File: src/rtl/mips_fetch_unit_pkg.sv
`default_nettype none
// ============================================================================
//  Module      : mips_fetch_unit_pkg
//  Description : Shared definitions for the MIPS instruction fetch stage:
//                word width, PC increment, default reset PC, fetch FSM
//                state encodings and the FIFO entry layout.
//  Revision    : 1.0 - initial release
// ============================================================================
package mips_fetch_unit_pkg;

    localparam int          c_instr_w          = 32;
    localparam logic [31:0] c_pc_inc           = 32'd4;
    localparam logic [31:0] c_default_reset_pc = 32'h0000_0000;

    // Fetch controller states (2-bit, registered)
    typedef enum logic [1:0] {
        ST_FETCH = 2'b00,   // normal sequential fetching
        ST_DRAIN = 2'b01,   // waiting out a stale request after a redirect
        ST_HALT  = 2'b10    // misaligned redirect seen; only reset leaves
    } fetch_state_t;

    // One buffered fetch: the instruction word and the PC it came from
    typedef struct packed {
        logic [c_instr_w-1:0] instr;
        logic [31:0]          pc;
    } fetch_entry_t;

    // Instruction addresses must be word aligned
    function automatic logic is_misaligned(input logic [1:0] low_bits);
        return low_bits != 2'b00;
    endfunction

endpackage
`default_nettype wire

File: src/rtl/mips_fetch_unit_fifo.sv
`default_nettype none
// ============================================================================
//  Module      : mips_fetch_unit_fifo
//  Description : Small synchronous FIFO buffering fetched instructions.
//                Head entry is read straight from the storage registers.
//  Ports       : clock/reset    - clock, async active-high reset
//                push/push_data - write an entry (ignored during flush)
//                pop            - drop the head entry (ignored when empty
//                                 or during flush)
//                flush          - empty the FIFO this edge
//                count          - number of valid entries
//                head           - oldest entry
//  Revision    : 1.0 - initial release
// ============================================================================
module mips_fetch_unit_fifo #(
    parameter int DEPTH = 2,
    parameter int WIDTH = 64
) (
    input  logic                   clock,
    input  logic                   reset,
    input  logic                   push,
    input  logic [WIDTH-1:0]       push_data,
    input  logic                   pop,
    input  logic                   flush,
    output logic [$clog2(DEPTH):0] count,
    output logic [WIDTH-1:0]       head
);

    localparam int c_ptr_w = $clog2(DEPTH);

    logic [WIDTH-1:0]   r_mem [DEPTH];
    logic [c_ptr_w-1:0] r_rd_ptr;
    logic [c_ptr_w-1:0] r_wr_ptr;
    logic [c_ptr_w:0]   r_count;
    logic               w_do_push;
    logic               w_do_pop;

    // Flush takes precedence over both push and pop
    assign w_do_push = push && !flush;
    assign w_do_pop  = pop && (r_count != '0) && !flush;

    always_ff @(posedge clock or posedge reset) begin
        if (reset) begin
            for (int i = 0; i < DEPTH; i++) begin
                r_mem[i] <= '0;
            end
            r_rd_ptr <= '0;
            r_wr_ptr <= '0;
            r_count  <= '0;
        end else if (flush) begin
            r_rd_ptr <= '0;
            r_wr_ptr <= '0;
            r_count  <= '0;
        end else begin
            if (w_do_push) begin
                r_mem[r_wr_ptr] <= push_data;
                r_wr_ptr        <= r_wr_ptr + c_ptr_w'(1);
            end
            if (w_do_pop) begin
                r_rd_ptr <= r_rd_ptr + c_ptr_w'(1);
            end
            case ({w_do_push, w_do_pop})
                2'b10:   r_count <= r_count + (c_ptr_w+1)'(1);
                2'b01:   r_count <= r_count - (c_ptr_w+1)'(1);
                default: r_count <= r_count;
            endcase
        end
    end

    assign count = r_count;
    assign head  = r_mem[r_rd_ptr];

endmodule
`default_nettype wire

File: src/rtl/mips_fetch_unit.sv
`default_nettype none
// ============================================================================
//  Module      : mips_fetch_unit
//  Description : Instruction fetch stage. Owns the PC, issues single
//                outstanding word reads to instruction memory, buffers the
//                returned words and hands {instruction, instr_pc} to the core
//                with valid/ready flow control. Redirects flush the buffer
//                and squash any in-flight fetch.
//  Ports       : clock, reset          - clock, async active-high reset
//                imem_req/addr         - memory read request (held until ack)
//                imem_ack/data         - memory response
//                redirect/redirect_pc  - PC change from the core
//                instruction/instr_pc  - buffered head entry
//                instr_valid/ready     - head handshake
//                err_misaligned        - sticky misaligned-redirect flag
//  Revision    : 1.0 - initial release
// ============================================================================
module mips_fetch_unit
    import mips_fetch_unit_pkg::*;
#(
    parameter logic [31:0] RESET_PC   = c_default_reset_pc,
    parameter int          FIFO_DEPTH = 2
) (
    input  logic                 clock,
    input  logic                 reset,
    output logic                 imem_req,
    output logic [31:0]          imem_addr,
    input  logic                 imem_ack,
    input  logic [c_instr_w-1:0] imem_data,
    input  logic                 redirect,
    input  logic [31:0]          redirect_pc,
    output logic [c_instr_w-1:0] instruction,
    output logic [31:0]          instr_pc,
    output logic                 instr_valid,
    input  logic                 instr_ready,
    output logic                 err_misaligned
);

    localparam int                 c_cnt_w = $clog2(FIFO_DEPTH) + 1;
    localparam logic [c_cnt_w-1:0] c_depth = c_cnt_w'(FIFO_DEPTH);

    fetch_state_t       r_state, w_state_next;
    logic [31:0]        r_pc, w_pc_next;
    logic [31:0]        r_addr, w_addr_next;
    logic               r_req, w_req_next;
    logic               r_err, w_err_next;
    logic               w_ack, w_pending;
    logic               w_push, w_pop, w_flush;
    logic [c_cnt_w-1:0] w_count, w_count_next;
    fetch_entry_t       w_head, w_push_entry;

    assign w_ack     = r_req && imem_ack;
    assign w_pending = r_req && !imem_ack;   // request stays open past this edge

    assign instr_valid  = (w_count != '0);
    assign w_pop        = instr_valid && instr_ready;
    // r_addr equals r_pc whenever a FETCH-state ack is accepted
    assign w_push_entry = '{instr: imem_data, pc: r_addr};

    // Next state / PC / buffer control
    always_comb begin
        w_state_next = r_state;
        w_pc_next    = r_pc;
        w_err_next   = r_err;
        w_push       = 1'b0;
        w_flush      = 1'b0;
        case (r_state)
            ST_FETCH, ST_DRAIN: begin
                if (redirect) begin
                    // Any ack arriving alongside a redirect is stale: never pushed
                    w_flush = 1'b1;
                    if (is_misaligned(redirect_pc[1:0])) begin
                        w_err_next   = 1'b1;
                        w_state_next = ST_HALT;
                    end else begin
                        w_pc_next    = redirect_pc;
                        w_state_next = w_pending ? ST_DRAIN : ST_FETCH;
                    end
                end else if (w_ack) begin
                    if (r_state == ST_FETCH) begin
                        w_push    = 1'b1;
                        w_pc_next = r_pc + c_pc_inc;
                    end else begin
                        // Stale response retired; resume from the redirected PC
                        w_state_next = ST_FETCH;
                    end
                end
            end
            default: begin
                // HALT: ignore everything until reset
            end
        endcase
    end

    // Occupancy after this edge, used to gate the next request so a push
    // can never land on a full buffer
    always_comb begin
        w_count_next = w_count;
        if (w_flush) begin
            w_count_next = '0;
        end else begin
            case ({w_push, w_pop})
                2'b10:   w_count_next = w_count + c_cnt_w'(1);
                2'b01:   w_count_next = w_count - c_cnt_w'(1);
                default: w_count_next = w_count;
            endcase
        end
    end

    // An open request holds req/addr in every state; otherwise a new one is
    // raised only while fetching with room in the buffer
    always_comb begin
        w_req_next  = w_pending || ((w_state_next == ST_FETCH) && (w_count_next < c_depth));
        w_addr_next = w_pending ? r_addr : w_pc_next;
    end

    always_ff @(posedge clock or posedge reset) begin
        if (reset) begin
            r_state <= ST_FETCH;
            r_pc    <= RESET_PC;
            r_addr  <= RESET_PC;
            r_req   <= 1'b0;
            r_err   <= 1'b0;
        end else begin
            r_state <= w_state_next;
            r_pc    <= w_pc_next;
            r_addr  <= w_addr_next;
            r_req   <= w_req_next;
            r_err   <= w_err_next;
        end
    end

    mips_fetch_unit_fifo #(
        .DEPTH (FIFO_DEPTH),
        .WIDTH ($bits(fetch_entry_t))
    ) u_fifo (
        .clock     (clock),
        .reset     (reset),
        .push      (w_push),
        .push_data (w_push_entry),
        .pop       (w_pop),
        .flush     (w_flush),
        .count     (w_count),
        .head      (w_head)
    );

    assign imem_req       = r_req;
    assign imem_addr      = r_addr;
    assign instruction    = w_head.instr;
    assign instr_pc       = w_head.pc;
    assign err_misaligned = r_err;

endmodule
`default_nettype wire
File: config.mk
export PLATFORM = sky130hd
export DESIGN_NAME = mips_fetch_unit
export DESIGN_NICKNAME = d
export VERILOG_FILES = /design/src/rtl/mips_fetch_unit_pkg.sv /design/src/rtl/mips_fetch_unit_fifo.sv /design/src/rtl/mips_fetch_unit.sv
export SDC_FILE = /design/constraint.sdc
export NUM_CORES = 1
export LEC_CHECK = 0
export CAP_MARGIN = 10
export CORE_ASPECT_RATIO = 0.9
export CORE_MARGIN = 3
export CORE_UTILIZATION = 49
export CTS_CLUSTER_DIAMETER = 30
export DETAILED_ROUTE_END_ITERATION = 8
export PLACE_DENSITY_LB_ADDON = 0.15
export SETUP_SLACK_MARGIN = 0.2
export SYNTH_ARGS = -nofsm -noshare
export SYNTH_HDL_FRONTEND = slang
export SYNTH_HIERARCHICAL = 1
export SYNTH_SLANG_ARGS = --single-unit
File: constraint.sdc
create_clock -name clock -period 4.59 [get_ports clock]
set_input_delay 0.918 -clock clock [delete_from_list [all_inputs] [get_ports clock]]
set_output_delay 0.918 -clock clock [all_outputs]
set_load 0.005 [all_outputs]
==> results.cfg, run 1 <==
[outcome]
status = finished clean

[finish]
num-fill-cells = 1532
stdcell_area_um2 = 12700
drive_above_1_share = 0.304
multi_input_area_um2 = 4790
ff_latch_area_um2 = 5010
fin_nets = 1001
diodes = 0
syn_to_final_growth_pct = 23.7

[drt]
viasPerCell = 5.75
dr_total_vias = 7028
drc = 0
ant_nets = 0
wl_per_cell_um = 21.8
drt-initial-drc-count = 539
wirelength_mm = 26.7
first_pass_iters = 5

[synthesis]
ys_ff_latch = 200
postSynthCellCount = 775
syn-num-nets = 846
synthArstFlopShare = 1.00
synth-edff-count = 0
synth_warnings = 6
yosys-top-cells-area = dfrtp_1, mux2_4, mux2_2, buf_12, nor2_1
synth_area_um2 = 10300
synthFlopType = dfrtp_1
synth_top_cell_by_area = dfrtp_1
ys_seq_area_frac = 0.487
yosys.area.top_type_share = 0.487
yosysUniqueCellTypes = 76
postSynthAreaPerCell_um2 = 13.3

[critical_path]
cp.arrival_ns = 2.47
cp_slowest_stage_delay_ns = 0.79
path_buf_inv = 2
crit_path_end_kind = output pin
crit_type = reg -> out
worstPathCellList = buf_12, mux2_2, clkdlybuf4s50_1
setup.worst_path.start_class = flip-flop
cpMaxStageDelayCell = dfrtp_2
cp.required_ns = 3.67
path_max_fanout = 44
critPathTopFamily = buffers and inverters

[clock_tree]
cts_tree = done
clockBufferDepth = 2
postCtsHoldBufs = 0
clock_sinks = 200
cts_inserted_buffers = 17
postCtsResizedCells = 0
cts_root_buffer = clkbuf_16
htreeDepth = 4
post_cts_buffers = 0
clk_pin_slew_ns = 0.08
worstSkewPairLatency_ns = 0.44

[power]
power_density_nw_per_um2 = 317
vdd_ir_drop_max_mv = 0.248
power_leakage_nw = 5.67

[placed_design]
dpl_cell_area_um2 = 12100
io_buffers = 167
dp_hpwl_mm = 18.5
place_congestion = 0.941

[floorplanning]
row_count = 49
die_w_um = 159
ios = 168
initial_core_util = 0.506
core_area_um2 = 20300
die_area_um2 = 22700
die_h_um = 143

[sta]
setup_viol = 0
rsz0062_at_grt = no
period_share = 0.737
tightest_slew_ns = 1.24
timing.fmax_mhz = 295
skew_ns = 0.0195
max_slew_margin = 0.174
slew_viol_final = 0
fin_tns_setup_ns = 0
hold_violations = 0
fin_crit_ns = 3.39

[grt]
grt_first_pass_wirelength_mm = 41.7
grt.overflow.total = 0
track_usage = 0.236
antenna_found_initial = 0
grt_max_degree = 85
grt_pass1_vias = 7429

[flow_run]
drv_cap = 0

[hold_path]
min_path_type = reg -> reg
==> layer usage <==
metal  global-route usage  share of wire  vias to the layer above
met1                0.333           0.46                     3567
met3               0.0563          0.060                       32
li1                     -              -                     3183
met2                0.361           0.46                      246
met4               0.0751          0.021                        0
met5                    0              0                        -
==> sequential cells by signal (all words and copies together) (netlist names) <==
register and flops:
err_misaligned 1, r_state 2, imem_req 1, u_fifo/r_wr_ptr 1
u_fifo/r_rd_ptr 1, imem_addr 32, u_fifo/r_mem 128, r_pc 32
u_fifo/count 2
==> worst register-to-register path, delay by kind of cell, from the launching register on <==
kind / cells / cell delay [ns]
mux: 1 / 0.32
buf+inv: 3 / 0.80
flops: 1 / 0.43
simple gates: 3 / 1.09
==> cell usage in the layout (no fill, tap or decap), types with 4 or more instances in the layout <==
| cell type | instances |
|---|---|
| clkbuf_16 | 17 |
| clkdlybuf4s50_1 | 167 |
| a221oi_1 | 6 |
| o31ai_1 | 5 |
| o311ai_1 | 4 |
| dfrtp_1 | 199 |
| or2_2 | 5 |
| xnor2_1 | 4 |
| nor3_1 | 13 |
| buf_12 | 6 |
| clkinv_8 | 6 |
| nand2_1 | 31 |
| clkinvlp_4 | 4 |
| a31oi_1 | 5 |
| or3_1 | 4 |
| nor2_1 | 43 |
| mux2_4 | 120 |
| a21oi_1 | 15 |
| o21ai_0 | 14 |
| buf_4 | 15 |
| mux2_2 | 87 |
| and2_1 | 10 |
| and3_1 | 11 |
| nor2b_1 | 5 |
| inv_8 | 4 |
| nor4_1 | 4 |
| mux2i_1 | 6 |
| o22a_1 | 4 |
| nand3_1 | 14 |
| a32oi_1 | 7 |
| o22ai_1 | 12 |
| nand4_1 | 18 |
| and4_1 | 4 |
==> final cells by class <==
| type | instances | area share |
|---|---|---|
| repair buffers | 188 | 0.150 |
| inverters | 7 | 0.00236 |
| multi-input cells | 516 | 0.377 |
| flip-flops and latches | 200 | 0.394 |
| clock buffers | 17 | 0.0335 |
| clock inverters | 15 | 0.0160 |
| well taps | 280 | 0.0276 |
==> synth_stat cells (all sizes together), types with 3 or more instances <==
master	count
nor3	16
nor3b	3
a211oi	3
inv	6
o21ai	15
nor2b	5
a221oi	6
o221a	3
xnor2	4
a21oi	16
nand4	19
nor4	5
mux2i	6
and4	5
a22o	3
a41oi	3
or3	4
buf	32
a31oi	5
and3	11
nand3	15
o311ai	6
o22a	4
o2bb2ai	3
and2	10
o22ai	12
nor2	43
o31ai	6
nand2	31
dfrtp	200
clkbuf	20
or2	6
a32oi	7
mux2	207
==> power by group <==
group / total (mW) / switching (mW) / internal [mW]
Combinational: 0.534 / 0.218 / 0.316
Clock: 1.56 / 0.769 / 0.793
Sequential: 1.94 / 0.105 / 1.83
==> stage by stage <==
step | power [mW] | hold slack, ns | cells | worst slack, ns | util
global placement | 2.50 | 0.440 | 1191 | 0.885 | 0.595
global route | 4.19 | 0.503 | 1223 | 1.06 | 0.626
CTS | 4.08 | 0.466 | 1223 | 1.20 | 0.626
floorplan | 2.24 | 0.444 | 775 | 1.89 | -
detailed placement | 2.51 | 0.447 | 1191 | 0.797 | 0.595
finish | 4.03 | 0.462 | 1223 | 1.20 | 0.626
==> path summary, 6_finish.rpt <==
check	start	to	slack [ns]	cells past startpoint
min in group asynchronous	reset	u_fifo/r_mem[5]	0.85	2
hold reg to reg	err_misaligned	err_misaligned	0.46	1
setup / recovery	u_fifo/r_rd_ptr	instr_pc[27]	1.20	3
max in group asynchronous	reset	r_pc[27]	2.61	3
setup reg to reg	r_state[0]	u_fifo/r_mem[83]	1.83	7
hold / removal	err_misaligned	err_misaligned	0.46	1
==> logic make-up after synthesis <==
kind of cell | synth area share
buffers and inverters | 0.0470
AND/OR/NAND/NOR | 0.103
adder cells (fa/ha/maj) | 0.00243
AO/OA/AOI/OAI | 0.0794
multiplexers | 0.277
flip-flops | 0.487
XOR/XNOR | 0.00511
No activity file was read; power rests on OpenSTA's default activity.
==> inputs of run 2 (changes only) <==
--- a/config.mk
+++ b/config.mk
@@ -8,7 +8,7 @@
 export CAP_MARGIN = 10
 export CORE_ASPECT_RATIO = 0.9
 export CORE_MARGIN = 3
-export CORE_UTILIZATION = 49
+export CORE_UTILIZATION = 50
 export CTS_CLUSTER_DIAMETER = 30
 export DETAILED_ROUTE_END_ITERATION = 8
 export PLACE_DENSITY_LB_ADDON = 0.15
==> constraint.sdc (replaced) <==
create_clock -name clock -period 3.14 [get_ports clock]
set_input_delay 0.628 -clock clock [delete_from_list [all_inputs] [get_ports clock]]
set_output_delay 0.628 -clock clock [all_outputs]
set_load 0.005 [all_outputs]
==> results.cfg, run 2 (synthesis results as in run 1) <==
[outcome]
status = finished clean

[sta]
hold_violations = 0
setup_viol = 0
final.setup.worst_slack_ns = 0.345
whs_ns = 0.464
skew_ns = 0.0182
period_share = 0.890
rsz0062_at_grt = no
fin_tns_setup_ns = 0
fin_crit_ns = 2.79
timing.fmax_mhz = 358
tightest_slew_ns = 0.711
max_slew_margin = 0.522
slew_viol_final = 0

[clock_tree]
cts_inserted_buffers = 17
cts_tree = done
clockBufferDepth = 2
htreeDepth = 4
clock_sinks = 200
postCtsHoldBufs = 0
postCtsResizedCells = 0
cts_root_buffer = clkbuf_16
clk_pin_slew_ns = 0.09
worstSkewPairLatency_ns = 0.44
post_cts_buffers = 0

[power]
finalPower_mw = 5.95
seq_power_share = 0.469
p_int_mw = 4.32
power_density_nw_per_um2 = 466
switchingPower_mw = 1.63
p_comb_frac = 0.139
vdd_ir_drop_max_mv = 0.286
power_leakage_nw = 5.74
swShare = 0.274
clockPowerShare = 0.392

[drt]
first_pass_iters = 5
drc = 0
wl_per_cell_um = 21.8
viasPerCell = 5.87
dr_total_vias = 7077
drt-initial-drc-count = 369
ant_nets = 0
wirelength_mm = 26.4

[finish]
fin_util = 0.635
multi_input_area_um2 = 4790
diodes = 0
instances_no_fill = 1206
drive_above_1_share = 0.310
final_cell_mix = dfrtp_1, clkdlybuf4s50_1, mux2_4
syn_to_final_growth_pct = 24.3
final_common_cell = dfrtp_1
largest_reg_flops = 128
stdcell_area_um2 = 12800
ff_latch_area_um2 = 5010
regMostFlops = u_fifo/r_mem
num-fill-cells = 1506
fin_nets = 1009

[floorplanning]
core_area_um2 = 20100
initial_core_util = 0.511
ios = 168
die_w_um = 157
die_h_um = 142
die_area_um2 = 22300
row_count = 49

[grt]
grt-busiest-layer = met2
grt.overflow.total = 0
grt_max_degree = 105
met3_usage = 0.0477
grt_first_pass_wirelength_mm = 42.3
grtUsageMet2 = 0.391
grt_pass1_vias = 7424
met1_usage = 0.335
antenna_found_initial = 0
track_usage = 0.241

[placed_design]
dp_hpwl_mm = 18.4
place_congestion = 0.901
dpl_cell_area_um2 = 12100
place_ws_ns = 0.168
dp_cells = 1174
io_buffers = 167

[critical_path]
cp.arrival_ns = 2.17
crit_type = reg -> out
cp.required_ns = 2.51
crit_path_end_kind = output pin
setup.worst_path.start_class = flip-flop
path_max_fanout = 39

[flow_run]
drv_cap = 0

[hold_path]
min_path_type = reg -> reg
-- run 2: changes by cell type in the layout (fill, tap and decap cells not counted), sizes merged --
cell,before,now
buf,21,29
clkinvlp,4,1
inv,10,13
-- run 2: critical path, stage by stage (launching register included) --
cell and delay, ns:
dfrtp_2 0.36, buf_4 0.48, mux2_2 0.42, clkdlybuf4s50_1 0.45
-- run 2: final cells by class --
cell class	count	area share
clock buffers	17	0.0333
clock inverters	15	0.0168
inverters	7	0.00235
multi-input cells	516	0.375
flip-flops and latches	200	0.392
well taps	255	0.0250
repair buffers	196	0.156
-- run 2: path summary, 6_finish.rpt --
| path | from | end | slack [ns] | cells after the start |
|---|---|---|---|---|
| min reg2reg | err_misaligned | err_misaligned | 0.46 | 1 |
| min in group asynchronous | reset | imem_addr[4] | 0.65 | 2 |
| max | u_fifo/r_rd_ptr | instr_pc[7] | 0.35 | 3 |
| min | err_misaligned | err_misaligned | 0.46 | 1 |
| max in group asynchronous | reset | imem_addr[27] | 1.84 | 3 |
| max reg2reg | r_state[1] | u_fifo/r_mem[16] | 0.64 | 5 |
-- run 2: metal layers --
metal / up-vias / part of all wire
li1: 3205 / -
met1: 3622 / 0.46
met2: 218 / 0.48
met3: 32 / 0.046
met4: 0 / 0.016
met5: - / 0
-- run 2: power by group through the flow --
stage          sequential (mW)  combinational, mW  clock, mW
2_1_floorplan             2.80              0.475          0
3_3_place_gp              2.83              0.811          0
3_5_place_dp              2.84              0.826          0
4_1_cts                   2.79              0.834       2.38
5_1_grt                   2.81              0.887       2.48
6_report                  2.79              0.826       2.33
